--- config.mk ---
export PLATFORM = sky130hd
export DESIGN_NAME = date_edit_ctrl_flat
export DESIGN_NICKNAME = d
export VERILOG_FILES = /design/src/rtl/date_edit_ctrl_pkg.sv /design/src/rtl/date_edit_ctrl_if.sv /design/src/rtl/date_edit_ctrl_btn_repeat.sv /design/src/rtl/date_edit_ctrl.sv /design/src/flat_wrapper.sv
export SDC_FILE = /design/constraint.sdc
export NUM_CORES = 1
export LEC_CHECK = 0
export ABC_AREA = 1
export BUFFER_PORTS_ARGS = -buffer_cell sky130_fd_sc_hd__buf_2
export CORE_MARGIN = 5
export CORE_UTILIZATION = 45
export CTS_BUF_LIST = sky130_fd_sc_hd__clkbuf_16
export CTS_CLUSTER_DIAMETER = 30
export DETAILED_ROUTE_END_ITERATION = 7
export SYNTH_ARGS = -nofsm -noshare
export SYNTH_HDL_FRONTEND = slang
export SYNTH_SLANG_ARGS = --single-unit
--- constraint.sdc ---
create_clock -name clk -period 2.4 [get_ports clk]
set_input_delay 0.48 -clock clk [delete_from_list [all_inputs] [get_ports clk]]
set_output_delay 0.48 -clock clk [all_outputs]
set_load 0.01 [all_outputs]
--- src/rtl/date_edit_ctrl_pkg.sv ---
// Shared field codes, FSM states and default timing for the
// RTC date-edit controller.
package date_ctrl_pkg;

  localparam logic [1:0] F_NONE  = 2'd0;
  localparam logic [1:0] F_MONTH = 2'd1;
  localparam logic [1:0] F_YEAR  = 2'd2;
  localparam logic [1:0] F_DAY   = 2'd3;

  localparam int DEF_TIMEOUT = 1000;
  localparam int DEF_DELAY   = 50;
  localparam int DEF_RATE    = 10;
  localparam int DEF_BLINK   = 25;

  typedef enum logic [1:0] {
    IDLE,
    ED_DAY,
    ED_MONTH,
    ED_YEAR
  } state_t;

  function automatic logic [1:0] field_of(state_t s);
    logic [1:0] f;
    f = F_NONE;
    unique case (s)
      IDLE:     f = F_NONE;
      ED_DAY:   f = F_DAY;
      ED_MONTH: f = F_MONTH;
      ED_YEAR:  f = F_YEAR;
      default:  f = F_NONE;
    endcase
    return f;
  endfunction

  function automatic state_t next_field(state_t s);
    state_t n;
    n = s;
    unique case (s)
      ED_DAY:   n = ED_MONTH;
      ED_MONTH: n = ED_YEAR;
      ED_YEAR:  n = ED_DAY;
      default:  n = s;
    endcase
    return n;
  endfunction

endpackage

--- src/rtl/date_edit_ctrl_if.sv ---
// Button/timebase inputs and field-select/pulse outputs of the
// date-edit controller.
interface date_edit_ctrl_if;
  logic       tick;
  logic       btn_mode;
  logic       btn_next;
  logic       btn_up;
  logic       btn_down;
  logic [1:0] EN;
  logic       aumento;
  logic       disminuye;
  logic       editing;
  logic       blink;

  modport master (
    output tick, btn_mode, btn_next, btn_up, btn_down,
    input  EN, aumento, disminuye, editing, blink
  );

  modport slave (
    input  tick, btn_mode, btn_next, btn_up, btn_down,
    output EN, aumento, disminuye, editing, blink
  );
endinterface

--- src/rtl/date_edit_ctrl_btn_repeat.sv ---
// Edge detect plus hold-to-repeat for one up/down button.
// rise and rep are unregistered requests; the top registers them.
module btn_repeat
  import date_ctrl_pkg::*;
#(
  parameter int REPEAT_DELAY = DEF_DELAY,
  parameter int REPEAT_RATE  = DEF_RATE
) (
  input  logic clk,
  input  logic rst,
  input  logic tick,
  input  logic btn,
  input  logic enable,
  input  logic clear,
  output logic level,
  output logic rise,
  output logic rep
);

  logic        s;
  logic        p;
  logic        run;
  logic        active;
  logic [15:0] cnt;
  logic [15:0] lim;

  assign level  = s;
  assign rise   = s & ~p;
  // the edge cycle itself never counts toward the hold time
  assign active = enable & ~clear & s & ~rise;
  assign lim    = run ? 16'(REPEAT_RATE) : 16'(REPEAT_DELAY);
  assign rep    = active & tick & (cnt + 16'd1 == lim);

  always_ff @(posedge clk or posedge rst) begin
    if (rst) begin
      s   <= 1'b0;
      p   <= 1'b0;
      cnt <= '0;
      run <= 1'b0;
    end else begin
      s <= btn;
      p <= s;
      if (!active) begin
        cnt <= '0;
        run <= 1'b0;
      end else if (rep) begin
        cnt <= '0;
        run <= 1'b1;
      end else if (tick) begin
        cnt <= cnt + 16'd1;
      end
    end
  end

endmodule

--- src/rtl/date_edit_ctrl.sv ---
// Date-edit sequencer: field-select FSM, inc/dec pulses with
// auto-repeat, inactivity timeout and blink strobe.
module date_edit_ctrl
  import date_ctrl_pkg::*;
#(
  parameter int TIMEOUT_TICKS = DEF_TIMEOUT,
  parameter int REPEAT_DELAY  = DEF_DELAY,
  parameter int REPEAT_RATE   = DEF_RATE,
  parameter int BLINK_TICKS   = DEF_BLINK
) (
  input logic             clk,
  input logic             rst,
  date_edit_ctrl_if.slave bus
);

  state_t      state, state_d;
  logic        ms, mp, ns, np;
  logic        mode_e, next_e, edit;
  logic        up_lvl, up_rise, up_rep;
  logic        dn_lvl, dn_rise, dn_rep;
  logic        both, rclr, any_evt;
  logic        up_req, dn_req;
  logic [15:0] tcnt, tcnt_d;
  logic [15:0] bcnt, bcnt_d;
  logic        blink_q, blink_d;
  logic [1:0]  en_q;
  logic        inc_q, dec_q, edit_q;

  assign mode_e = ms & ~mp;
  assign next_e = ns & ~np;
  assign edit   = (state != IDLE);
  assign both   = up_lvl & dn_lvl;
  assign rclr   = ~edit | mode_e | next_e | both;

  btn_repeat #(
    .REPEAT_DELAY(REPEAT_DELAY),
    .REPEAT_RATE (REPEAT_RATE)
  ) u_up (
    .clk(clk), .rst(rst), .tick(bus.tick),
    .btn(bus.btn_up), .enable(edit), .clear(rclr),
    .level(up_lvl), .rise(up_rise), .rep(up_rep)
  );

  btn_repeat #(
    .REPEAT_DELAY(REPEAT_DELAY),
    .REPEAT_RATE (REPEAT_RATE)
  ) u_dn (
    .clk(clk), .rst(rst), .tick(bus.tick),
    .btn(bus.btn_down), .enable(edit), .clear(rclr),
    .level(dn_lvl), .rise(dn_rise), .rep(dn_rep)
  );

  // mode and next outrank up/down in the same cycle
  assign up_req = edit & ~mode_e & ~next_e & ~both
                & (up_rise | up_rep);
  assign dn_req = edit & ~mode_e & ~next_e & ~both
                & (dn_rise | dn_rep);
  assign any_evt = mode_e | next_e | up_rise | dn_rise
                 | up_rep | dn_rep;

  always_comb begin
    state_d = state;
    tcnt_d  = tcnt;
    bcnt_d  = bcnt;
    blink_d = blink_q;
    if (!edit || mode_e || next_e) begin
      tcnt_d  = '0;
      bcnt_d  = '0;
      blink_d = 1'b0;
      if (!edit && mode_e)
        state_d = ED_DAY;
      else if (edit && mode_e)
        state_d = IDLE;
      else if (edit)
        state_d = next_field(state);
    end else begin
      if (any_evt)
        tcnt_d = '0;
      else if (bus.tick) begin
        if (tcnt + 16'd1 == 16'(TIMEOUT_TICKS)) begin
          state_d = IDLE;
          tcnt_d  = '0;
        end else begin
          tcnt_d = tcnt + 16'd1;
        end
      end
      if (state_d == IDLE) begin
        bcnt_d  = '0;
        blink_d = 1'b0;
      end else if (bus.tick) begin
        if (bcnt + 16'd1 == 16'(BLINK_TICKS)) begin
          bcnt_d  = '0;
          blink_d = ~blink_q;
        end else begin
          bcnt_d = bcnt + 16'd1;
        end
      end
    end
  end

  always_ff @(posedge clk or posedge rst) begin
    if (rst) begin
      state   <= IDLE;
      ms      <= 1'b0;
      mp      <= 1'b0;
      ns      <= 1'b0;
      np      <= 1'b0;
      tcnt    <= '0;
      bcnt    <= '0;
      blink_q <= 1'b0;
      en_q    <= F_NONE;
      inc_q   <= 1'b0;
      dec_q   <= 1'b0;
      edit_q  <= 1'b0;
    end else begin
      state   <= state_d;
      ms      <= bus.btn_mode;
      mp      <= ms;
      ns      <= bus.btn_next;
      np      <= ns;
      tcnt    <= tcnt_d;
      bcnt    <= bcnt_d;
      blink_q <= blink_d;
      en_q    <= field_of(state_d);
      inc_q   <= up_req;
      dec_q   <= dn_req;
      edit_q  <= (state_d != IDLE);
    end
  end

  assign bus.EN        = en_q;
  assign bus.aumento   = inc_q;
  assign bus.disminuye = dec_q;
  assign bus.editing   = edit_q;
  assign bus.blink     = blink_q;

endmodule
--- src/flat_wrapper.sv ---
// flat-port wrapper written by rule: the top's interface ports become plain ports
module date_edit_ctrl_flat import date_ctrl_pkg::*;
#(
  parameter int TIMEOUT_TICKS = DEF_TIMEOUT,
  parameter int REPEAT_DELAY  = DEF_DELAY,
  parameter int REPEAT_RATE   = DEF_RATE,
  parameter int BLINK_TICKS   = DEF_BLINK
)
  (clk, rst, bus_tick, bus_btn_mode, bus_btn_next, bus_btn_up, bus_btn_down, bus_EN, bus_aumento, bus_disminuye, bus_editing, bus_blink);
  date_edit_ctrl_if bus_i ();
  input logic clk;
  input logic rst;
  input wire logic [$bits(bus_i.tick)-1:0] bus_tick;
  input wire logic [$bits(bus_i.btn_mode)-1:0] bus_btn_mode;
  input wire logic [$bits(bus_i.btn_next)-1:0] bus_btn_next;
  input wire logic [$bits(bus_i.btn_up)-1:0] bus_btn_up;
  input wire logic [$bits(bus_i.btn_down)-1:0] bus_btn_down;
  output wire logic [$bits(bus_i.EN)-1:0] bus_EN;
  output wire logic [$bits(bus_i.aumento)-1:0] bus_aumento;
  output wire logic [$bits(bus_i.disminuye)-1:0] bus_disminuye;
  output wire logic [$bits(bus_i.editing)-1:0] bus_editing;
  output wire logic [$bits(bus_i.blink)-1:0] bus_blink;
  assign bus_i.tick = bus_tick;
  assign bus_i.btn_mode = bus_btn_mode;
  assign bus_i.btn_next = bus_btn_next;
  assign bus_i.btn_up = bus_btn_up;
  assign bus_i.btn_down = bus_btn_down;
  assign bus_EN = bus_i.EN;
  assign bus_aumento = bus_i.aumento;
  assign bus_disminuye = bus_i.disminuye;
  assign bus_editing = bus_i.editing;
  assign bus_blink = bus_i.blink;
  date_edit_ctrl #(.TIMEOUT_TICKS(TIMEOUT_TICKS), .REPEAT_DELAY(REPEAT_DELAY), .REPEAT_RATE(REPEAT_RATE), .BLINK_TICKS(BLINK_TICKS)) u_core (.clk(clk), .rst(rst), .bus(bus_i));
endmodule
**After elaboration in Yosys (flattened, before gate mapping)**

Index checks and enable logic that the tools add are counted.

- Memory bits (read-only): 0
- RAM bits: 0
- Input port bits: 7
- Register bits after elaboration: 82
- Memories: 0
- Logic and storage cells: 126
- Bits in latches: 0

- Eq/ne operators: 14
- Reductions and logical operators: 13
- Multiply operators: 0
- Bitwise logic cells: 41
- $lt $le $gt $ge: 0
- Muxes and demuxes: 34
- Divide/modulo/power cells: 0
- Add/sub/neg operators: 4
- Shift-type cells: 0

Operator list:

| operator | count |
|---|---|
| $mux 16 | 14 |
| $add 16x1->16 const B | 4 |
| $eq 16x6->1 | 2 |
| $and 1x1->1 | 19 |
| $eq 16x10->1 const B | 1 |
| $eq 16x5->1 const B | 1 |
| $mux 2 | 8 |
| $mux 6 | 2 |
| $not 1->1 | 12 |
| $or 1x1->1 | 10 |
| $reduce_bool 3->1 | 3 |
| $eq 2x2->1 const B | 4 |
| $mux 1 | 8 |
| $pmux 2 s4 | 1 |
| $ne 3x2->1 const B | 2 |
| $pmux 2 s3 | 1 |
| $eq 2x1->1 const B | 2 |
| $logic_not 2->1 | 2 |
| $ne 2x1->1 const B | 2 |
| $reduce_bool 2->1 | 2 |
| $logic_and 1x1->1 | 2 |
| $logic_or 1x1->1 | 2 |
| $reduce_and 2->1 | 1 |
| $logic_not 1->1 | 1 |

**Logic depth before layout (Yosys ltp)**

Gate-level depths: netlist of the first run.

- Depth after elaboration: 18
- Gate-level depth with buffers: 18
- Depth with buffers taken out: 18

**Hierarchy**

From an unflattened synthesis of the first run, not the netlist that was laid out.

- Cells, all modules: 776
- Area, all modules: 5,345.1 µm²

Modules (own cells, without submodules):

| module | area each (µm²) | cells each | times used | seq. area each (µm²) |
|---|---|---|---|---|
| date_edit_ctrl | 2,765.2 | 392 | 1 | 1,076.0 |
| btn_repeat | 1,290.0 | 192 | 2 | 475.5 |

**Worst setup path before layout of the first run**

Ideal clock, no wire load.

- Kind: flip-flop to flip-flop
- From: reg u_core.state[0]
- To: reg u_core.en_q[0], in the netlist u_core.bus.EN[0]
- Slack: -0.043 ns
- Clock period less this slack: 2.443 ns
- Cell stages (with the launch flop): 16
- Arrival: 2.317 ns
- Cells stage by stage: dfrtp_1 -> inv_1 -> ha_1 -> a21oi_1 -> nand4_1 -> nor2_1 -> nand2_1 -> nor2_2 -> nand2_2 -> nor2_4 -> nor2_2 -> nand3_4 -> nand2_1 -> nand2_1 -> o21ai_0 -> ha_1

- Longest elaborated chain between the ends: 18
- Elaborated cells between the ends (all ways): 39
- Those cells by class: eq/ne (6); mux (10); bitwise (16); reduce/logical (7)

Ends and longest elaborated chain:

| element | RTL line | source |
|---|---|---|
| start, declared | date_edit_ctrl.sv:16 | `state_t state, state_d;` |
| start signal, assigned | date_edit_ctrl.sv:116 | `state <= state_d;` |
| $reduce_bool 2->1 | date_edit_ctrl.sv:31 | `assign edit = (state != IDLE);` |
| $not 1->1 | date_edit_ctrl.sv:33 | `assign rclr = ~edit \| mode_e \| next_e \| both;` |
| $or 1x1->1 (3 in series) | date_edit_ctrl.sv:33 |  |
| $not 1->1 | date_edit_ctrl_btn_repeat.sv:30 | `assign active = enable & ~clear & s & ~rise;` |
| $and 1x1->1 (3 in series) | date_edit_ctrl_btn_repeat.sv:30 |  |
| $and 1x1->1 (2 in series) | date_edit_ctrl_btn_repeat.sv:32 | `assign rep = active & tick & (cnt + 16'd1 == lim);` |
| $or 1x1->1 (2 in series) | date_edit_ctrl.sv:59 | `\| up_rep \| dn_rep;` |
| $mux 2 | date_edit_ctrl.sv:77 | `if (any_evt)` |
| $mux 2 | date_edit_ctrl.sv:66 | `if (!edit \|\| mode_e \|\| next_e) begin` |
| $mux 2 * | date_edit_ctrl.sv:66 |  |
| $eq 2x2->1, or another cell as far along | date_edit_ctrl_pkg.sv:25 | `unique case (s)` |
| $pmux 2 s4 * | date_edit_ctrl_pkg.sv:25 |  |
| end signal, assigned | date_edit_ctrl.sv:124 | `en_q <= field_of(state_d);` |
| end, declared | date_edit_ctrl.sv:26 | `logic [1:0] en_q;` |

Mark *: on every way between the ends. The rest lies on a longest branch, timed or not. The select of a mux whose other input is x is not followed.
A chain may end at the register's enable or synchronous reset.

**Worst setup path after layout of the first run**

- From: reg u_core.tcnt[1]
- To: reg u_core.en_q[0], in the netlist u_core.bus.EN[0]

- Longest elaborated chain between the ends: 9
- Elaborated cells between the ends (all ways): 12
- Those cells by class: add/sub (1); eq/ne (4); mux (6); reduce/logical (1)

Ends and longest elaborated chain:

| element | RTL line | source |
|---|---|---|
| start, declared | date_edit_ctrl.sv:23 | `logic [15:0] tcnt, tcnt_d;` |
| start signal, assigned | date_edit_ctrl.sv:121 | `tcnt <= tcnt_d;` |
| $add 16x1->16 * | date_edit_ctrl.sv:80 | `if (tcnt + 16'd1 == 16'(TIMEOUT_TICKS)) begin` |
| $eq 16x10->1 * | date_edit_ctrl.sv:80 |  |
| $mux 2 * | date_edit_ctrl.sv:80 |  |
| $mux 2 * | date_edit_ctrl.sv:79 | `else if (bus.tick) begin` |
| $mux 2 * | date_edit_ctrl.sv:77 |  |
| $mux 2 * (2 in series) | date_edit_ctrl.sv:66 |  |
| $eq 2x2->1, or another cell as far along | date_edit_ctrl_pkg.sv:25 |  |
| $pmux 2 s4 * | date_edit_ctrl_pkg.sv:25 |  |

Marked as above.

==> results of run 1 <==
[report_power, final]
group	leakage [nW]	internal (mW)	switching [mW]	total (mW)
sequential	1.09	1.44	0.0498	1.49
clock	0.157	0.923	0.614	1.54
combinational	1.46	0.270	0.589	0.858
total	2.71	2.63	1.25	3.88
[stage by stage]
| step | area (um^2) | power, mW | cells | setup TNS [ps] | worst slack, ps |
|---|---|---|---|---|---|
| after floorplan | 5320 | 2.08 | 765 | 0 | 14.3 |
| after global placement | 5670 | 2.29 | 926 | 0 | 49.3 |
| after detailed placement | 5670 | 2.31 | 926 | -23.3 | -23.3 |
| after CTS | 6010 | 3.85 | 942 | 0 | 32.5 |
| after global routing | 6230 | 4.09 | 951 | -489 | -69.7 |
| final | 6230 | 3.88 | 951 | 0 | 83.5 |
[worst max-delay path by stage]
stage                                   to                from  cells after the start
after floorplan           u_core.bus.EN[0]     u_core.state[1]                     15
after global placement    u_core.bus.EN[0]  u_core.u_up.cnt[2]                     14
after detailed placement  u_core.bus.EN[0]  u_core.u_up.cnt[0]                     13
after CTS                 u_core.bus.EN[0]  u_core.u_dn.cnt[0]                     16
after global routing      u_core.bus.EN[0]      u_core.tcnt[1]                     15
final                     u_core.bus.EN[0]      u_core.tcnt[1]                     15
[critical path, cell delays in order (launching register included)]
cell,delay [ps]
dfrtp_1,370
ha_1,190
nand2_2,80
nor2_4,160
nand2_1,90
xor2_1,170
nor2_1,140
nand2_1,80
nor2_2,130
nand2_2,80
nor2_4,100
nand3_4,140
nand2_1,90
nand2_1,60
o21ai_2,80
ha_1,240
[kinds of logic (layout without fill, tap and decap cells)]
| logic type | after synthesis | in the layout | share of synthesized area |
|---|---|---|---|
| adder cells (fa/ha/maj) | 11 | 11 | 0.0259 |
| AO/OA/AOI/OAI | 70 | 71 | 0.0762 |
| XOR/XNOR | 21 | 21 | 0.0346 |
| flip-flops | 81 | 81 | 0.381 |
| buffers and inverters | 98 | 140 | 0.0743 |
| AND/OR/NAND/NOR | 484 | 484 | 0.408 |
[synthesized netlist by cell type (4+ instances only)]
| cell | number |
|---|---|
| nor2_4 | 5 |
| ha_1 | 11 |
| o21bai_1 | 4 |
| nand3b_1 | 5 |
| xor2_1 | 13 |
| nor3_1 | 6 |
| clkbuf_1 | 9 |
| nand2_2 | 6 |
| nor4_1 | 5 |
| a21oi_1 | 21 |
| nand4_1 | 25 |
| o21ai_0 | 27 |
| dfrtp_1 | 81 |
| o22ai_1 | 6 |
| nor2_1 | 93 |
| nand3_1 | 70 |
| inv_1 | 80 |
| xnor2_1 | 8 |
| nor2_2 | 24 |
| nand2_1 | 236 |
[flip-flops by register name, indices dropped and copies added, names as in the netlist, 2 cells and up]
register / count
u_core.bcnt: 16
u_core.state: 2
u_core.tcnt: 16
u_core.u_dn.cnt: 16
u_core.u_up.cnt: 16
[layer usage]
layer / global-route usage / share of wire / vias up
met3: 0.0396 / 0.045 / 19
li1: - / - / 2559
met4: 0.0543 / 0.017 / 0
met2: 0.312 / 0.46 / 143
met5: 0 / 0 / -
met1: 0.261 / 0.47 / 2352
[cell type report]
type                            instances  area [um^2]
Fill cell                            1083         5290
Multi-Input combinational cell        587         3050
Sequential cell                        81         2030
Inverter                               84          319
Timing Repair Buffer                   40          315
Clock buffer                            9          225
Tap cell                              143          179
Clock inverter                          7          103
[repair_timing]
action                     CTS  global route
pin swaps                    0            12
setup buffers                0             8
gates resized for setup      4            41
cloned                       0             1
setup endpoints to repair    1            20
==> results.sh, run 1 <==
export IMPL_status="completed"
export IMPL_grt_ovfl_total=0
export IMPL_powerDensity_mw_per_mm2=624
export IMPL_io_pins=13
export IMPL_fp_dieArea_mm2=0.0141
export IMPL_clk_latency_ps=340
export IMPL_routedWlPerCell_um=13.8
export IMPL_r2r_start="u_core.tcnt[1]"
export IMPL_wl_um=13100
export IMPL_antenna_found_initial=0
export IMPL_power_leakage_nw=2.71
export IMPL_clk_pin_slew_worst_paths_ps=60
export IMPL_dpl_hpwl_um=9280
export IMPL_critical_path_max_fanout=6
export IMPL_fp_row_count=39
export IMPL_synth_cell_types=40
export IMPL_worstMarginPinSlew_ps=683
export IMPL_peakVddDrop_mv=0.521
export IMPL_synth_top_area_cell="dfrtp_1"
export IMPL_grt_pass1_wl_um=22600
export IMPL_timing_hold_ws_ps=236
export IMPL_core_area_mm2=0.0115
export IMPL_start_util=0.462
export IMPL_areaGrowthSynthToFinish_pct=17.1
export IMPL_ys_ff_latch=81
export IMPL_relSlewSlack=0.544
export IMPL_final_common_cell="nand2_1"
export IMPL_finalMaxSlewViolations=0
export IMPL_cts_num_sinks=81
export IMPL_drtPass1Iterations=5
export IMPL_antenna_left=0
export IMPL_fin_nets=821
export IMPL_hold_path_class="in -> async"
export IMPL_htreeDepth=3
export IMPL_drt_iter0_drc=342
export IMPL_drc=0
export IMPL_hold_viol_final=0
export IMPL_min_period_over_period=0.965
export IMPL_fp_dieW_um=119
export IMPL_path_class="reg -> reg"
export IMPL_synthFlopType="dfrtp_1"
export IMPL_final_util=0.541
export IMPL_clockBufferDepth=2
export IMPL_numPortBuffers=12
export IMPL_synth_edf_count=0
export IMPL_synth_seq_area_share=0.381
export IMPL_fp_dieH_um=119
export IMPL_drive_gt1_frac=0.168
export IMPL_synth_nets=783
export IMPL_grt_pass1_vias=4782
export IMPL_fin_crit_ps=2320
export IMPL_synth_area_leaders="dfrtp_1 (38%), nand2_1 (17%), nand3_1 (6.6%), nor2_1 (6.6%), inv_1 (5.6%)"
export IMPL_vias_per_cell=5.33
export IMPL_diodes=0
export IMPL_synth_warnings=0
export IMPL_synthArstFlopShare=1.00
export IMPL_r2r_end="u_core.bus.EN[0]"
export IMPL_startpoint_type="flop"
export IMPL_vias=5073
export IMPL_synth_top_area_share=0.381
export IMPL_cts_hold_buf=0
export IMPL_numCtsBuffers=9
export IMPL_endpoint_kind="flop"
export IMPL_rsz0062_at_grt="true"
export IMPL_syn_area_mm2=0.00532
export IMPL_setup_viol=0
export IMPL_maxCapViolCount=0
export IMPL_tritoncts="yes"
export IMPL_place_congestion=0.871
export IMPL_cp_arrival_ps=2550
export IMPL_fmax_mhz=432
export IMPL_grt_util_all_layers=0.192
export IMPL_grt_max_degree=28
export IMPL_clockRootBuffer="clkbuf_16"
export IMPL_skew_ps=8.33
export IMPL_synth_area_per_cell_um2=6.95
export IMPL_postSynthCellCount=765
export IMPL_critPathRequiredTime_ps=2630
export IMPL_final_cell_mix="nand2_1 (234), nor2_1 (79), inv_1 (78), dfrtp_1 (75), nand3_1 (69)"
export IMPL_r2r_slack_ps=80
export IMPL_reg2reg_depth=15
No activity file was read; power rests on OpenSTA's default activity.
==> run 2, diff against run 1 <==
- SYNTH_HIERARCHICAL: not set -> 1
==> results.sh, run 2 <==
export IMPL_status="finished, violations left"
export IMPL_violations="negative setup slack"
export IMPL_placedCellCount=982
export IMPL_timing_hold_ws_ps=236
export IMPL_postSynthCellCount=776
export IMPL_drtPass1Iterations=4
export IMPL_core_area_mm2=0.0115
export IMPL_fin_nets=878
export IMPL_max_stage_delay_ps=400
export IMPL_setup_viol=28
export IMPL_fin_ws_ps=-132
export IMPL_startpoint="u_core/u_dn/cnt[1]"
export IMPL_fp_row_count=39
export IMPL_ys_ff_latch=81
export IMPL_p_int_mw=2.72
export IMPL_clockRootBuffer="clkbuf_16"
export IMPL_stdcell_area_mm2=0.00667
export IMPL_grt_pass1_vias=4907
export IMPL_drt_iter0_drc=308
export IMPL_numCtsBuffers=9
export IMPL_grt_pass1_wl_um=22000
export IMPL_wl_um=12700
export IMPL_drc=0
export IMPL_antenna_found_initial=0
export IMPL_diodes=0
export IMPL_seqPwrFrac=0.377
export IMPL_htreeDepth=3
export IMPL_skew_ps=6.80
export IMPL_synth_seq_area_share=0.379
export IMPL_drive_gt1_frac=0.244
export IMPL_crit_buf_inv=3
export IMPL_areaGrowthSynthToFinish_pct=24.8
export IMPL_start_util=0.464
export IMPL_synth_edf_count=0
export IMPL_dp_slack_ps=-283
export IMPL_synth_area_leaders="dfrtp_1 (38%), nand2_1 (19%), inv_1 (7.9%), nand3_1 (5.7%), nor2_1 (4.7%)"
export IMPL_critical_path_max_fanout=6
export IMPL_synth_nets=794
export IMPL_synth_top_area_share=0.379
export IMPL_grt_ovfl_total=0
export IMPL_clk_latency_ps=350
export IMPL_maxCapViolCount=0
export IMPL_synth_area_per_cell_um2=6.89
export IMPL_stdcell_count=1008
export IMPL_relSlewSlack=0.403
export IMPL_r2r_start="u_core/u_dn/cnt[1]"
export IMPL_io_pins=13
export IMPL_fp_dieArea_mm2=0.0142
export IMPL_swShare=0.300
export IMPL_n_fill_cell=1092
export IMPL_cp_slowest_cell="dfrtp_2"
export IMPL_place_congestion=0.825
export IMPL_startpoint_type="flop"
export IMPL_final_common_cell="nand2_1"
export IMPL_vias=5050
export IMPL_place_area_mm2=0.00603
export IMPL_numPortBuffers=12
export IMPL_grt_util_all_layers=0.186
export IMPL_final_cell_mix="nand2_1 (265), inv_1 (107), dfrtp_1 (77), buf_4 (67), nand3_1 (59)"
export IMPL_syn_area_mm2=0.00535
export IMPL_cts_num_sinks=81
export IMPL_combinationalPowerShare=0.236
export IMPL_worstMarginPinSlew_ps=890
export IMPL_fp_dieW_um=119
export IMPL_synth_common_cells="nand2_1 (274), inv_1 (112), dfrtp_1 (81)"
export IMPL_rsz0062_at_grt="true"
export IMPL_synthArstFlopShare=1.00
export IMPL_power_total_mw=3.89
export IMPL_cpLargestDelayFamily="simple AND/OR/NAND/NOR gates"
export IMPL_finalMaxSlewViolations=0
export IMPL_peakVddDrop_mv=0.304
export IMPL_endpoint_kind="flop"
export IMPL_clockBufferDepth=2
export IMPL_crit_path_cell_trace="buf_4, nand2_1, nor2_4, nand3_2, inv_2, nand3_1, nand2_2, nor2_4, nand4_1, inv_2, nor3_2, nand3_2, nor2_4, nand3_4, a21boi_2, ha_4"
export IMPL_dpl_hpwl_um=9190
export IMPL_vias_per_cell=5.01
export IMPL_cp_common_cell="nor2_4"
export IMPL_critPathRequiredTime_ps=2640
export IMPL_hold_viol_final=0
export IMPL_routedWlPerCell_um=12.6
export IMPL_synth_cell_types=36
export IMPL_antenna_left=0
export IMPL_synth_warnings=6
export IMPL_seqCellArea_mm2=0.00203
export IMPL_synth_most_common_cell="nand2_1"
export IMPL_clk_pin_slew_worst_paths_ps=70
export IMPL_fp_dieH_um=119
export IMPL_path_class="reg -> reg"
export IMPL_tritoncts="yes"
export IMPL_synth_top_area_cell="dfrtp_1"
export IMPL_fin_crit_ps=2530
export IMPL_fmax_mhz=395
export IMPL_synthFlopType="dfrtp_1"
export IMPL_grt_max_degree=25
export IMPL_pwr_share_clk=0.386
export IMPL_p_sw_mw=1.17
export IMPL_multi_input_area_mm2=0.00307
export IMPL_cp_arrival_ps=2770
export IMPL_power_leakage_nw=3.12
export IMPL_hold_path_class="in -> async"
export IMPL_powerDensity_mw_per_mm2=583
export IMPL_min_period_over_period=1.06
[run 2: cell types whose count changed after synthesis, moves of 6 or more]
cell,previous run,this run
nor2_1,93,67
nor2_2,24,17
xor2_1,13,4
nand3_1,70,61
nand2_1,236,274
inv_1,80,112
xnor2_1,8,0
nand2_2,6,12
a21oi_1,21,5
clkbuf_1,9,3
nor2_4,5,15
[run 2: area by class of cell]
cell class | count | area share
clock buffer | 9 | 0.0338
clock inverter | 7 | 0.0141
inverter | 118 | 0.0668
multi-input combinational | 567 | 0.460
sequential | 81 | 0.305
tap | 143 | 0.0268
timing repair buffer | 83 | 0.0938
[run 2: path summary, 6_finish.rpt]
path,endpoint,slack (ps),cells after the start
setup / recovery,u_core/bus.EN[0],-130,16
hold / removal,u_core/tcnt[14],240,2
setup reg to reg,u_core/bus.EN[0],-130,16
hold reg to reg,u_core/mp,380,0
max in group asynchronous,u_core/bus.aumento,1540,3
min in group clk,u_core/ms,240,1
[run 2: power by group through the flow]
stage          logic [mW]  clock network, mW  registers (mW)
6_report            0.919               1.50            1.47
5_1_grt              1.03               1.62            1.47
4_1_cts             0.849               1.55            1.47
3_5_place_dp        0.779                  0            1.49
3_3_place_gp        0.763                  0            1.49
2_1_floorplan       0.484                  0            1.51
[run 2: per-stage QoR]
stage / TNS, ps / utilization
floorplan: -1480 / -
global placement: -4480 / 0.524
detailed placement: -7470 / 0.524
CTS: -1860 / 0.564
global route: -8550 / 0.579
finish: -2450 / 0.579
[run 2: cells by family (layout without fill, tap and decap cells)]
| family | count (synthesis) | in the layout | synth area share |
|---|---|---|---|
| flops | 81 | 81 | 0.379 |
| simple gates | 490 | 490 | 0.425 |
| buf+inv | 128 | 217 | 0.0969 |
| xor+xnor | 4 | 4 | 0.00655 |
| compound gates | 62 | 62 | 0.0667 |
| fa+ha+maj | 11 | 11 | 0.0257 |
[run 2: routing by layer]
layer,share of wire,GRT usage,vias up
li1,-,-,2607
met1,0.46,0.240,2372
met2,0.50,0.320,59
met3,0.021,0.0246,12
met4,0.016,0.0652,0
met5,0,0,-
[run 2: what timing repair did]
action	CTS	global route
endpoints found under the hold margin	0	0
hold buffers	0	0
endpoints found under the setup margin	37	38
pin swaps	14	19
gates resized for setup	19	43
buffers inserted	9	1
==> run 3, diff against run 2 <==
- PLACE_DENSITY_LB_ADDON: not set -> 0.08
==> results.sh, run 3 (synthesis gave the netlist of run 2 again) <==
export IMPL_diodes=0
export IMPL_grt_pass1_wl_um=23200
export IMPL_vias_per_cell=5.08
export IMPL_crit_path_end="u_core/bus.EN[0]"
export IMPL_clk_pin_slew_worst_paths_ps=60
export IMPL_startpoint="u_core/u_dn/cnt[0]"
export IMPL_r2r_end="u_core/bus.EN[0]"
export IMPL_cp_slowest_cell="dfrtp_2"
export IMPL_violations="negative setup slack"
export IMPL_clockRootBuffer="clkbuf_16"
export IMPL_antenna_found_initial=0
export IMPL_hold_path_class="in -> async"
export IMPL_r2r_start="u_core/u_dn/cnt[0]"
export IMPL_place_area_mm2=0.00610
export IMPL_fin_nets=896
export IMPL_core_area_mm2=0.0115
export IMPL_clockBufferDepth=2
export IMPL_grt_ovfl_total=0
export IMPL_wl_um=13100
export IMPL_fp_dieW_um=119
export IMPL_p_int_mw=2.61
export IMPL_cts_num_sinks=81
export IMPL_min_period_over_period=1.07
export IMPL_seqPwrFrac=0.397
export IMPL_pwr_share_clk=0.364
export IMPL_powerDensity_mw_per_mm2=548
export IMPL_setup_tns_ps=-2600
export IMPL_stdcell_area_mm2=0.00678
export IMPL_maxCapViolCount=0
export IMPL_startpoint_type="flop"
export IMPL_setup_viol=35
export IMPL_fp_dieH_um=119
export IMPL_max_stage_delay_ps=390
export IMPL_fmax_mhz=390
export IMPL_critPathRequiredTime_ps=2620
export IMPL_dpl_hpwl_um=9520
export IMPL_final_common_cell="nand2_1"
export IMPL_fin_crit_ps=2560
export IMPL_relSlewSlack=0.461
export IMPL_start_util=0.464
export IMPL_grt_max_degree=21
export IMPL_status="finished, violations left"
export IMPL_p_sw_mw=1.11
export IMPL_finalMaxSlewViolations=0
export IMPL_cp_common_cell="nor2_4"
export IMPL_htreeDepth=3
export IMPL_numPortBuffers=12
export IMPL_cp_arrival_ps=2780
export IMPL_antenna_left=0
export IMPL_numCtsBuffers=9
export IMPL_final_cell_mix="nand2_1 (261), inv_1 (110), buf_4 (82), dfrtp_1 (76), nand3_1 (59)"
export IMPL_io_pins=13
export IMPL_hold_viol_final=0
export IMPL_stdcell_count=1025
export IMPL_swShare=0.299
export IMPL_grt_pass1_vias=5195
export IMPL_peakVddDrop_mv=0.358
export IMPL_drc=0
export IMPL_r2r_slack_ps=-160
export IMPL_tritoncts="yes"
export IMPL_placedCellCount=991
export IMPL_endpoint_kind="flop"
export IMPL_drtPass1Iterations=7
export IMPL_vias=5204
export IMPL_reg2reg_depth=19
export IMPL_crit_path_cell_trace="buf_4, nand2_2, nor2_4, buf_4, nand3_1, nand2_1, nor2_2, nand2_2, nor2_4, nand4_1, inv_2, nor3_4, nand3_2, nor2_4, nand3_4, nand2_1, inv_1, nor2_2, ha_1"
export IMPL_fp_dieArea_mm2=0.0142
export IMPL_critical_path_max_fanout=6
export IMPL_rsz0062_at_grt="true"
export IMPL_worstMarginPinSlew_ps=807
export IMPL_path_class="reg -> reg"
export IMPL_fin_ws_ps=-165
export IMPL_areaGrowthSynthToFinish_pct=26.9
export IMPL_skew_ps=6.32
export IMPL_fp_row_count=39
export IMPL_grt_util_all_layers=0.194
export IMPL_power_leakage_nw=3.21
export IMPL_drt_iter0_drc=348
export IMPL_routedWlPerCell_um=12.8
export IMPL_drive_gt1_frac=0.256
export IMPL_place_congestion=0.870
export IMPL_combinationalPowerShare=0.239
export IMPL_clk_latency_ps=340
-- run 3: layout make-up --
class	instances	area [um^2]
Timing Repair Buffer	101	754
Clock buffer	9	225
Sequential cell	81	2030
Clock inverter	6	60.1
Inverter	118	445
Fill cell	1101	4730
Tap cell	143	179
Multi-Input combinational cell	567	3080
-- run 3: critical path: cells and delay by family (launching register included) --
kind                       cells  cell delay [ps]
and+or+nand+nor               14             1410
buffers and inverters          4              390
DFF                            1              390
adders and majority gates      1              240
-- run 3: what timing repair did --
| item | CTS | global route |
|---|---|---|
| pin swaps | 16 | 14 |
| endpoints found under the hold margin | 0 | 0 |
| hold buffers | 0 | 0 |
| resized for setup | 39 | 28 |
| endpoints found under the setup margin | 37 | 37 |
| setup buffers | 14 | 7 |
-- run 3: how the worst min path moves through the flow --
stage	slack (ps)	cells after the start	endpoint	startpoint
floorplan	350	0	u_core/np	u_core/ns
global placement	360	0	u_core/mp	u_core/ms
detailed placement	370	0	u_core/mp	u_core/ms
CTS	180	2	u_core/bus.disminuye	rst
global route	220	2	u_core/bcnt[4]	rst
finish	170	2	u_core/bus.disminuye	rst
-- run 3: through the flow --
stage | power (mW) | hold WS (ps) | util | setup slack [ps]
after detailed placement | 2.29 | 370 | 0.530 | -396
after CTS | 3.75 | 184 | 0.575 | -140
final | 3.72 | 174 | 0.589 | -165
after global placement | 2.27 | 360 | 0.530 | -308
after global routing | 3.93 | 217 | 0.589 | -365
after floorplan | 2.00 | 354 | - | -149
-- run 3: per-layer routing --
metal  track usage  up-vias  part of all wire
met5             0        -                 0
met4        0.0768        0             0.021
met3        0.0280       18             0.026
met2         0.335       82              0.50
li1              -     2649                 -
met1         0.246     2455              0.46
-- run 3: power groups by stage --
stage / Sequential, mW / Clock (mW) / Combinational [mW]
finish: 1.48 / 1.35 / 0.887
CTS: 1.48 / 1.40 / 0.879
detailed placement: 1.50 / 0 / 0.791
global route: 1.48 / 1.46 / 0.990
floorplan: 1.51 / 0 / 0.484
global placement: 1.50 / 0 / 0.772
